--- src/rtl/tt_scan_ctrl_if.sv ---
// rtl/tt_scan_ctrl_if.sv - host/function-block bus for the truth-table scan sequencer
interface tt_scan_ctrl_if #(
    parameter int N_IN = 7
);
    localparam int TT_W = 2 ** N_IN;

    logic            start;
    logic            abort;
    logic            cmp_en;
    logic [TT_W-1:0] expected;
    logic [N_IN-1:0] x_out;
    logic            f_in;
    logic            busy;
    logic            done;
    logic [TT_W-1:0] tt;
    logic            match;
    logic [N_IN:0]   mismatch_cnt;
    logic [N_IN-1:0] first_mismatch;

    // Host plus function block under evaluation
    modport master (
        output start, abort, cmp_en, expected, f_in,
        input  x_out, busy, done, tt, match, mismatch_cnt, first_mismatch
    );

    // Scan sequencer
    modport slave (
        input  start, abort, cmp_en, expected, f_in,
        output x_out, busy, done, tt, match, mismatch_cnt, first_mismatch
    );
endinterface

--- src/rtl/tt_scan_ctrl.sv ---
// rtl/tt_scan_ctrl.sv - exhaustive truth-table scan of one combinational function
module tt_scan_ctrl #(
    parameter int N_IN   = 7,
    parameter int SETTLE = 0,
    parameter int TT_W   = 2 ** N_IN
) (
    input  logic         clk,
    input  logic         rst_n,
    tt_scan_ctrl_if.slave bus
);
    localparam int WCW = (SETTLE > 0) ? $clog2(SETTLE + 1) : 1;
    localparam logic [WCW-1:0]  SETTLE_W = WCW'(SETTLE);
    localparam logic [N_IN-1:0] LAST_X   = N_IN'(TT_W - 1);

    typedef enum logic [1:0] {
        S_IDLE,
        S_SCAN,
        S_DONE
    } state_t;

    state_t          state_q;
    logic [N_IN-1:0] x_q;
    logic [WCW-1:0]  wcnt_q;
    logic            cmp_en_q;
    logic [TT_W-1:0] exp_q;
    logic            busy_q;
    logic            done_q;
    logic [TT_W-1:0] tt_q;
    logic            match_q;
    logic [N_IN:0]   cnt_q;
    logic [N_IN-1:0] first_q;

    logic            miss_d;
    logic [N_IN:0]   cnt_d;
    logic            last_d;

    // Mismatch of the vector currently presented, and the count including it,
    // so the final sample can be folded into match on the same edge as done
    always_comb begin
        miss_d = cmp_en_q && (bus.f_in != exp_q[x_q]);
        cnt_d  = cnt_q + (N_IN + 1)'(miss_d);
        last_d = (x_q == LAST_X);
    end

    // Scan sequencer with registered outputs
    always_ff @(posedge clk or negedge rst_n) begin
        if (!rst_n) begin
            state_q  <= S_IDLE;
            x_q      <= '0;
            wcnt_q   <= '0;
            cmp_en_q <= 1'b0;
            exp_q    <= '0;
            busy_q   <= 1'b0;
            done_q   <= 1'b0;
            tt_q     <= '0;
            match_q  <= 1'b0;
            cnt_q    <= '0;
            first_q  <= '0;
        end else begin
            case (state_q)
                S_IDLE: begin
                    if (bus.start) begin
                        state_q  <= S_SCAN;
                        tt_q     <= '0;
                        cnt_q    <= '0;
                        first_q  <= '0;
                        match_q  <= 1'b0;
                        cmp_en_q <= bus.cmp_en;
                        exp_q    <= bus.expected;
                        x_q      <= '0;
                        wcnt_q   <= SETTLE_W;
                        busy_q   <= 1'b1;
                    end
                end
                S_SCAN: begin
                    if (bus.abort) begin
                        // Partial tt/count are kept; the vector on the abort edge is not sampled
                        state_q <= S_IDLE;
                        busy_q  <= 1'b0;
                        x_q     <= '0;
                        match_q <= 1'b0;
                    end else if (wcnt_q == '0) begin
                        tt_q[x_q] <= bus.f_in;
                        if (miss_d) begin
                            cnt_q <= cnt_d;
                            if (cnt_q == '0) begin
                                first_q <= x_q;
                            end
                        end
                        if (last_d) begin
                            // x_out stays on the last vector until the next start
                            state_q <= S_DONE;
                            busy_q  <= 1'b0;
                            done_q  <= 1'b1;
                            match_q <= cmp_en_q && (cnt_d == '0);
                        end else begin
                            x_q    <= x_q + 1'b1;
                            wcnt_q <= SETTLE_W;
                        end
                    end else begin
                        wcnt_q <= wcnt_q - 1'b1;
                    end
                end
                S_DONE: begin
                    done_q  <= 1'b0;
                    state_q <= S_IDLE;
                end
                default: begin
                    state_q <= S_IDLE;
                    busy_q  <= 1'b0;
                    done_q  <= 1'b0;
                end
            endcase
        end
    end

    assign bus.x_out          = x_q;
    assign bus.busy           = busy_q;
    assign bus.done           = done_q;
    assign bus.tt             = tt_q;
    assign bus.match          = match_q;
    assign bus.mismatch_cnt   = cnt_q;
    assign bus.first_mismatch = first_q;
endmodule

--- src/flat_wrapper.sv ---
// flat-port wrapper written by rule: the top's interface ports become plain ports
module tt_scan_ctrl_flat 
#(
    parameter int N_IN   = 7,
    parameter int SETTLE = 0,
    parameter int TT_W   = 2 ** N_IN
)
  (clk, rst_n, bus_start, bus_abort, bus_cmp_en, bus_expected, bus_f_in, bus_x_out, bus_busy, bus_done, bus_tt, bus_match, bus_mismatch_cnt, bus_first_mismatch);
  tt_scan_ctrl_if #(.N_IN(N_IN)) bus_i ();
  input  logic clk;
  input  logic rst_n;
  input wire logic [$bits(bus_i.start)-1:0] bus_start;
  input wire logic [$bits(bus_i.abort)-1:0] bus_abort;
  input wire logic [$bits(bus_i.cmp_en)-1:0] bus_cmp_en;
  input wire logic [$bits(bus_i.expected)-1:0] bus_expected;
  input wire logic [$bits(bus_i.f_in)-1:0] bus_f_in;
  output wire logic [$bits(bus_i.x_out)-1:0] bus_x_out;
  output wire logic [$bits(bus_i.busy)-1:0] bus_busy;
  output wire logic [$bits(bus_i.done)-1:0] bus_done;
  output wire logic [$bits(bus_i.tt)-1:0] bus_tt;
  output wire logic [$bits(bus_i.match)-1:0] bus_match;
  output wire logic [$bits(bus_i.mismatch_cnt)-1:0] bus_mismatch_cnt;
  output wire logic [$bits(bus_i.first_mismatch)-1:0] bus_first_mismatch;
  assign bus_i.start = bus_start;
  assign bus_i.abort = bus_abort;
  assign bus_i.cmp_en = bus_cmp_en;
  assign bus_i.expected = bus_expected;
  assign bus_i.f_in = bus_f_in;
  assign bus_x_out = bus_i.x_out;
  assign bus_busy = bus_i.busy;
  assign bus_done = bus_i.done;
  assign bus_tt = bus_i.tt;
  assign bus_match = bus_i.match;
  assign bus_mismatch_cnt = bus_i.mismatch_cnt;
  assign bus_first_mismatch = bus_i.first_mismatch;
  tt_scan_ctrl #(.N_IN(N_IN), .SETTLE(SETTLE), .TT_W(TT_W)) u_core (.clk(clk), .rst_n(rst_n), .bus(bus_i));
endmodule
--- config.mk ---
export PLATFORM = sky130hd
export DESIGN_NAME = tt_scan_ctrl_flat
export DESIGN_NICKNAME = d
export VERILOG_FILES = /design/src/rtl/tt_scan_ctrl_if.sv /design/src/rtl/tt_scan_ctrl.sv /design/src/flat_wrapper.sv
export SDC_FILE = /design/constraint.sdc
export NUM_CORES = 1
export LEC_CHECK = 0
export ABC_CLOCK_PERIOD_IN_PS = 5400
export CORE_MARGIN = 8
export CORE_UTILIZATION = 55
export CTS_BUF_LIST = sky130_fd_sc_hd__clkbuf_16
export DETAILED_ROUTE_END_ITERATION = 16
export PLACE_DENSITY_LB_ADDON = 0.25
export SYNTH_ARGS = -nofsm -noshare
export SYNTH_HDL_FRONTEND = slang
export SYNTH_SLANG_ARGS = --single-unit
--- constraint.sdc ---
create_clock -name clk -period 5.4 [get_ports clk]
set_input_delay 1.08 -clock clk [delete_from_list [all_inputs] [get_ports clk]]
set_output_delay 1.08 -clock clk [all_outputs]
set_load 0.01 [all_outputs]
==> impl_summary.log <==
[metrics] total number of vias: roughly 12,000
[metrics] # setup viols final: 0
[metrics] H-tree lvl count: 1
[metrics] cts bufs inserted: 29
[metrics] worst-skew pair later-pin latency: around 0.56 ns
[metrics] Avg Inst Size Synth: between 8 and 9 um^2
[metrics] Worst slew margin: 0.237
[metrics] post-route setup slack: 0.621 ns
[metrics] Tmin final: ~4.8 ns
[metrics] result of the run: complete, no violations
[metrics] antenna diode instance count: 0
[metrics] DRT antenna net count: 0
[metrics] MaxCap Viol Count: 0
[metrics] buffer count from post-CTS setup fixing: 0
[metrics] worst-case clock buffer depth: 3
[metrics] count of unique library cells instantiated by Yosys: between 60 and 70
[metrics] global-route wire length before repair: 69.5 mm
[metrics] post-route clock period utilization: 0.885
[metrics] Max FO, Critical Path: 17
[metrics] quantity of hold-fixing buffers added after cts: 0
[metrics] overall power: around 5.7 mW
[metrics] clock transition at the registers of the reported paths: ~0.060 ns
[metrics] Sinks on Clock Net: 284
[metrics] average vias per placed instance: 6.12
[metrics] Remaining Overflow, GRT: 0
[metrics] row count: 56
[metrics] Placer Congestion: between 0.8 and 0.9
[metrics] netlist area before placement: roughly 0.013 mm^2
[metrics] final design instance area without fill: between 0.015 and 0.02 mm^2
[metrics] Async S/R FF share, synth: 1.00
[metrics] commonest cells after routing, fill and taps aside: sky130_fd_sc_hd__nand2_1 (432), sky130_fd_sc_hd__clkdlybuf4s50_1 (285), sky130_fd_sc_hd__dfrtp_1 (282)
[metrics] antenna violations before repair: 0
[metrics] placeable core region: 0.0234 mm^2
[metrics] Yosys warning total: 0
[metrics] Setup Slack @ Placement: 0.750 ns
[metrics] count of final hold-check violations: 0
[metrics] sequential share of the synthesized area: 0.543
[metrics] count of nets after finishing: 1,831
[metrics] Core Util, Final: 0.728
[metrics] fill count: ~1,800
[metrics] # IOs: ~290
[metrics] worst hold path class: reg2reg
[metrics] number of gates resized after cts: 0
[metrics] Die Span Y: 170 um
[metrics] Syn Nets: 1,598
[metrics] routed length per instance: around 22 um
[metrics] actual transition at the worst max-transition pin: roughly 1.1 ns
[metrics] TritonCTS clock tree: done
[metrics] DRC errors left: 0
[metrics] number of instances in the synthesized netlist: roughly 1,500
[metrics] area overhead of the layout relative to synthesis: 30.2%
[metrics] Static Leak: between 7 and 8 nW
[metrics] clock tree skew after final layout: roughly 0.022 ns
[metrics] synthesis-stage register bit count: ~280
[metrics] power per standard cell area: approximately 340 mW/mm^2
[metrics] half-perimeter wire length after detailed placement: 31.1 mm
[metrics] Initial Util: 0.559
[metrics] Req. time, crit path: between 5 and 6 ns
[metrics] crit path capture type: flop
[metrics] most frequent standard cell in the layout excluding fill and tap cells: sky130_fd_sc_hd__nand2_1
[metrics] Setup TNS Final: 0 ns
[metrics] Crit Path Category: reg2reg
[metrics] RSZ-0062 raised after global routing: false
[metrics] die area: a little under 0.03 mm^2
[metrics] number of enable-type register cells in the synthesized netlist: 0
[metrics] placed cell areas: around 0.016 mm^2
[metrics] worst ir drop on vdd: 0.199 mV
[metrics] number of design-rule violations left by the first detailed-router iteration: about 1,700
[metrics] startpoint type of the worst setup path: flop
[metrics] total detailed-routing wirelength: approximately 45 mm
[metrics] most used flip-flop cell after synthesis: sky130_fd_sc_hd__dfrtp_1
[metrics] via count of the first global-routing pass: ~12,000
[metrics] maximum number of pins on one net before global-route repair: roughly 120
[metrics] global-route total usage across every layer: 0.303
[metrics] Data arrival, critical path: 5.22 ns
[metrics] Port Buffer Count: 286
[metrics] max-slew violation count: 0
[metrics] die boundary width: 170 um
[metrics] Root Buffer: sky130_fd_sc_hd__clkbuf_16
[metrics] share of layout cells above drive strength 1: 0.0624
[metrics] number of optimization iterations in the first detailed-route pass: 6
[metrics] highest clock frequency the design can meet: roughly 210 MHz
-- sequential cells by signal, summed over array words and instances (netlist names) --
register                   count
u_core.bus.match               1
u_core.bus.mismatch_cnt        8
u_core.state_q                 2
u_core.cmp_en_q                1
u_core.bus.busy                1
u_core.bus.first_mismatch      7
u_core.bus.x_out               7
u_core.exp_q                 128
u_core.bus.done                1
u_core.bus.tt                128
-- path summary, 6_finish.rpt --
kind | start | endpoint | slack [ns] | cells past startpoint
min in group asynchronous | rst_n | u_core.bus.tt[82] | 0.55 | 1
worst max register to register | u_core.bus.x_out[1] | u_core.bus.match | 0.62 | 16
max in group asynchronous | rst_n | u_core.exp_q[72] | 3.47 | 2
worst max-delay path | u_core.bus.x_out[1] | u_core.bus.match | 0.62 | 16
worst min register to register | u_core.exp_q[6] | u_core.exp_q[6] | 0.48 | 2
worst min-delay path | u_core.exp_q[6] | u_core.exp_q[6] | 0.48 | 2
-- per-layer routing --
metal  wire length (um)  vias up  GRT usage
met1              17100     6048      0.385
met5                  0        -          0
met3               4250      150     0.0584
li1                   -     5514          -
met2              21400      737      0.495
met4               2160        0      0.140
-- logic make-up (layout without fill, tap and decap cells) --
group                      Yosys count  after routing  share of synthesized area
buffers and inverters              115            369                     0.0386
AOI/OAI and AO/OA                  478            478                      0.205
and+or+nand+nor                    547            547                      0.172
adders and majority gates            3              3                    0.00287
DFF                                284            284                      0.543
muxes                               28             28                     0.0344
xor gates and xnor gates             6              6                    0.00401
-- worst max-delay path: stages, from the launching register on --
cell and delay, ns:
sky130_fd_sc_hd__dfrtp_1 0.61, sky130_fd_sc_hd__buf_4 0.31, sky130_fd_sc_hd__nor2_2 0.38, sky130_fd_sc_hd__a221oi_1 0.15
sky130_fd_sc_hd__a221oi_1 0.27, sky130_fd_sc_hd__o21bai_1 0.14, sky130_fd_sc_hd__a211o_1 0.31, sky130_fd_sc_hd__o2111ai_2 0.34
sky130_fd_sc_hd__mux2i_4 0.59, sky130_fd_sc_hd__ha_1 0.34, sky130_fd_sc_hd__ha_1 0.22, sky130_fd_sc_hd__nand2_1 0.10
sky130_fd_sc_hd__nor2_1 0.27, sky130_fd_sc_hd__nor3_1 0.08, sky130_fd_sc_hd__o211ai_1 0.18, sky130_fd_sc_hd__a21oi_1 0.09
sky130_fd_sc_hd__mux2_2 0.26
-- report_power, final --
part | switching [mW] | internal (mW) | leakage [nW]
sequential | 0.244 | 2.36 | 3.74
combinational | 0.681 | 0.478 | 3.45
clock | 0.831 | 1.16 | 0.473
-- layout make-up --
type | count | area, um^2 | share of cell area
sequential | 284 | 7110 | 0.417
clock inverter | 23 | 205 | 0.0120
multi-input combinational | 1062 | 5520 | 0.324
clock buffer | 29 | 726 | 0.0426
tap | 319 | 399 | 0.0234
timing repair buffer | 310 | 3060 | 0.180
inverter | 7 | 26.3 | 0.00154
-- through the flow --
step / hold slack, ns / instances
CTS: 0.481 / 2034
finish: 0.483 / 2034
floorplan: 0.438 / 1461
detailed placement: 0.465 / 1982
global placement: 0.457 / 1982
global route: 0.495 / 2034
-- synth_stat cells (3+ instances only) --
cell type / instances / share of area
sky130_fd_sc_hd__o31ai_1: 3 / 0.0017
sky130_fd_sc_hd__nand2b_1: 8 / 0.0038
sky130_fd_sc_hd__nor2b_1: 7 / 0.0033
sky130_fd_sc_hd__o21ai_0: 264 / 0.10
sky130_fd_sc_hd__nor2_1: 35 / 0.010
sky130_fd_sc_hd__a22o_1: 10 / 0.0067
sky130_fd_sc_hd__ha_1: 3 / 0.0029
sky130_fd_sc_hd__dfrtp_1: 284 / 0.54
sky130_fd_sc_hd__nor3_1: 14 / 0.0054
sky130_fd_sc_hd__mux2_2: 4 / 0.0034
sky130_fd_sc_hd__nand4_1: 6 / 0.0029
sky130_fd_sc_hd__buf_1: 8 / 0.0023
sky130_fd_sc_hd__mux2i_1: 9 / 0.0069
sky130_fd_sc_hd__a31oi_1: 5 / 0.0024
sky130_fd_sc_hd__o22ai_1: 4 / 0.0019
sky130_fd_sc_hd__mux2_4: 3 / 0.0034
sky130_fd_sc_hd__clkbuf_1: 79 / 0.023
sky130_fd_sc_hd__nand2_1: 433 / 0.12
sky130_fd_sc_hd__inv_1: 6 / 0.0017
sky130_fd_sc_hd__buf_2: 13 / 0.0050
sky130_fd_sc_hd__mux4_2: 11 / 0.019
sky130_fd_sc_hd__a21oi_1: 134 / 0.051
sky130_fd_sc_hd__and2_1: 6 / 0.0029
sky130_fd_sc_hd__a221oi_1: 10 / 0.0067
sky130_fd_sc_hd__nand3_1: 20 / 0.0076
sky130_fd_sc_hd__a22oi_1: 18 / 0.010
sky130_fd_sc_hd__buf_4: 4 / 0.0023
sky130_fd_sc_hd__o211ai_1: 3 / 0.0017
sky130_fd_sc_hd__xnor2_1: 4 / 0.0027
sky130_fd_sc_hd__a211oi_1: 3 / 0.0017
sky130_fd_sc_hd__nor3b_1: 3 / 0.0017
Note: power is estimated with default switching activity, not from simulation.
